### src/rtl/shift_reg_4b.sv
// shift_reg_4b: right-shift register with parallel load, zero-filled from the MSB
module shift_reg_4b #(
  parameter int WIDTH = 4,
  parameter logic [WIDTH-1:0] RESET_VALUE = '0
) (
  input  logic             clk,
  input  logic             areset,
  input  logic             load,
  input  logic             ena,
  input  logic [WIDTH-1:0] data,
  output logic [WIDTH-1:0] q
);
  // reset beats load, load beats shift, otherwise hold
  always_ff @(posedge clk)
    q <= !areset ? RESET_VALUE : load ? data : ena ? {1'b0, q[WIDTH-1:1]} : q;
endmodule

### config.mk
export PLATFORM = sky130hd
export DESIGN_NAME = shift_reg_4b
export DESIGN_NICKNAME = d
export VERILOG_FILES = /design/src/rtl/shift_reg_4b.sv
export SDC_FILE = /design/constraint.sdc
export NUM_CORES = 1
export LEC_CHECK = 0
export BUFFER_PORTS_ARGS = -buffer_cell sky130_fd_sc_hd__buf_4
export CAP_MARGIN = 20
export CORE_AREA = 2 2 39 41
export CTS_BUF_LIST = sky130_fd_sc_hd__clkbuf_4
export CTS_CLUSTER_DIAMETER = 80
export DETAILED_ROUTE_END_ITERATION = 8
export DIE_AREA = 0 0 41 43
export GPL_ROUTABILITY_DRIVEN = 0
export PLACE_DENSITY = 0.4
export SLEW_MARGIN = 0
export SYNTH_ARGS = -nofsm -noshare
export SYNTH_HDL_FRONTEND = slang
export SYNTH_SLANG_ARGS = --single-unit
### constraint.sdc
create_clock -name clk -period 1.7 [get_ports clk]
set_input_delay 0.17 -clock clk [delete_from_list [all_inputs] [get_ports clk]]
set_output_delay 0.17 -clock clk [all_outputs]
set_load 0.03 [all_outputs]
Word level (Yosys, flattened, before mapping) --
Cells that the tools add are included.
Storage, ports and cells: bits in registers 4, logic and storage cells 4
Operators by class: muxes and demuxes 2, reduce and logical (&&, ||, !) cells 1
Operators with widths (count):
- $mux 4 | 2
- $reduce_bool 2->1 | 1

Depth between registers and ports, before layout --
word-level depth 2, mapped depth 2, mapped depth without buffers 2

Worst setup path after synthesis --
No wires, ideal clock.
path type register to register, from register q[3] (netlist name), to register q[3], setup time 0.070 ns, arrival time 0.978 ns, required time 1.630 ns, setup slack 0.652 ns, cell stages (with the launch flop) 3, path buffers 0, path through dfxtp_1 -> or3b_1 -> a21boi_1
RTL lines:
- end signal, assigned | RTL line 15 | q <= !areset ? RESET_VALUE : load ? data : ena ? {1'b0, q[WIDTH-1:1]} : q;
- end, declared | RTL line 11 | output logic [WIDTH-1:0] q

Worst setup path in the final report --
from register q[1], to output port q[1]
No word-level cell between the ends.

==> results.py <==
metrics = {
    "layout": {
        "final_common_cell": "buf_4",
        "largestRegisters": "q: 4 flops",
        "top_register": "q",
        "largest_reg_flops": 4,
        "mostFrequentLayoutCells": "11 x buf_4, 4 x dfxtp_1",
        "layout-drive-gt1-share_pct": 56.7,
        "n_antenna_cell": 0,
        "areaGrowthSynthToFinish_pct": 67.1,
        "nets": 40,
        "fillCellCount": 154,
    },
    "yosys": {
        "ys_types": 7,
        "ys_seq_area_share_pct": 43.0,
        "syn_area_per_cell_um2": 11.7,
        "synth_cells": 16,
        "netlist_area_um2": 186,
        "synth_nets": 24,
        "ys_seq_elements": 4,
        "ys_warn_count": 0,
    },
    "run_status": {
        "status": "complete, no violations",
    },
    "timing": {
        "finalWorstPathRequiredPeriod_ns": 0.922,
        "worst_pin_slew_ns": 0.112,
        "max_slew_margin_pct": 92.5,
        "fmax_mhz": 1080,
        "grt_setup_unrepaired": "no",
        "post-route-period-util_pct": 54.2,
        "maxSlewViolCount": 0,
        "fin_tns_setup_ns": 0,
        "skew_ns": 0.00556,
        "setup_viol": 0,
        "hold_viol": 0,
    },
    "global_routing": {
        "antenna_found_initial": 0,
        "grt_usage_pct": 6.53,
        "grt_overflow_total": 0,
        "grt_pass1_vias": 176,
        "grt_start_max_net_pins": 9,
        "grt_pass1_wl_um": 690,
    },
    "floorplanning": {
        "core.rowCount": 14,
        "die_area_um2": 1760,
        "coreArea_um2": 1380,
        "die_x_um": 41,
        "initial_core_util_pct": 13.5,
        "io_pins": 12,
        "die_height_um": 43,
    },
    "detailed_routing": {
        "wl_per_cell_um": 9.43,
        "wirelength_um": 434,
        "viasPerCell": 3.78,
        "ant_nets": 0,
        "vias": 174,
        "drc_errors": 0,
        "first_pass_iters": 1,
        "drtIter0Drc": 0,
    },
    "clock_tree": {
        "cts_root_buf": "clkbuf_4",
        "cts_max_level": 1,
        "cts_hold_buf": 0,
        "clock_path_buffers": 2,
        "cts_tree": "yes",
        "clk_pin_slew_ns": 0.04,
        "clkSinkCount": 4,
        "insertion_delay_ns": 0.23,
        "cts_setup_buffers": 0,
        "cts_resized": 0,
        "cts_buffers": 3,
    },
    "setup_path": {
        "cp_cell_sequence": "buf_4",
        "cpMaxStageDelayCell": "dfxtp_1",
        "worst_ep_arrival_time_ns": 0.75,
        "required_ns": 1.53,
        "cp_top_family": "flip-flops",
        "path_max_fanout": 3,
        "cp-start-kind": "flip-flop",
        "path_class": "flip-flop to output port",
        "slowest_delay_ns": 0.35,
        "critPathBufInv": 1,
        "cp-end-kind": "output port",
    },
    "power_and_ir_drop": {
        "total_power_uw": 275,
        "ir_drop_uv": 355,
        "power_density_nw_per_um2": 883,
        "p_leak_nw": 0.167,
    },
    "placed_design": {
        "portBuffers": 11,
    },
    "run": {
        "cap_violations": 0,
    },
    "worst_hold_path": {
        "hp-class": "input pin to flip-flop",
    },
}
==> synth_stat cells <==
cell type | n | share of area [%]
dfxtp_1 | 4 | 43
mux2_2 | 3 | 18
o211a_1 | 3 | 16
or2b_1 | 3 | 12
a21boi_1 | 1 | 4.0
nand2_1 | 1 | 2.0
or3b_1 | 1 | 4.7
==> power by group <==
group | internal (mW) | total (mW) | switching [mW]
logic | 0.0298 | 0.0547 | 0.0248
registers | 0.101 | 0.105 | 0.00402
clock network | 0.0788 | 0.116 | 0.0368
total | 0.209 | 0.275 | 0.0657
==> worst paths after layout <==
path | startpoint | endpoint | slack (ns) | cells after the start
worst max-delay path | q[1] | q[1] | 0.78 | 1
worst min-delay path | areset | q[2] | 0.19 | 2
worst max register to register | q[2] | q[1] | 0.81 | 2
worst min register to register | q[3] | q[3] | 0.57 | 2
==> per-layer routing <==
layer | GRT usage, % | wire length, µm | up-vias
met1 | 7.42 | 209 | 73
met3 | 6.28 | 77 | 0
met4 | 4.00 | 0 | 0
met5 | 0 | 0 | -
li1 | - | - | 89
met2 | 7.50 | 146 | 12
==> through the flow <==
step / setup slack, ns / cell area, µm² / hold WS (ns) / cells / util (%)
after global placement: 0.790 / 289 / 0.429 / 43 / 20.9
final: 0.778 / 312 / 0.194 / 46 / 22.5
after floorplan: 0.652 / 186 / 0.303 / 16 / -
after CTS: 0.766 / 312 / 0.181 / 46 / 22.5
after detailed placement: 0.780 / 289 / 0.433 / 43 / 20.9
after global routing: 0.743 / 312 / 0.195 / 46 / 22.5
==> layout make-up <==
type                    count  area (µm²)  area share, %
repair buffers             11        82.6           26.5
clock buffers               3        22.5           7.23
well taps                  16        20.0           6.43
multi-input cells          12         106           34.1
flip-flops and latches      4        80.1           25.7
==> logic make-up (layout without fill, tap and decap cells) <==
logic type / count (synthesis) / in the layout / share of synthesized area (%)
and+or+nand+nor: 5 / 5 / 18.8
muxes: 3 / 3 / 18.1
AOI/OAI and AO/OA: 4 / 4 / 20.1
buffers and inverters: 0 / 14 / 0
DFF: 4 / 4 / 43.0
No activity file was read; power rests on OpenSTA's default activity.
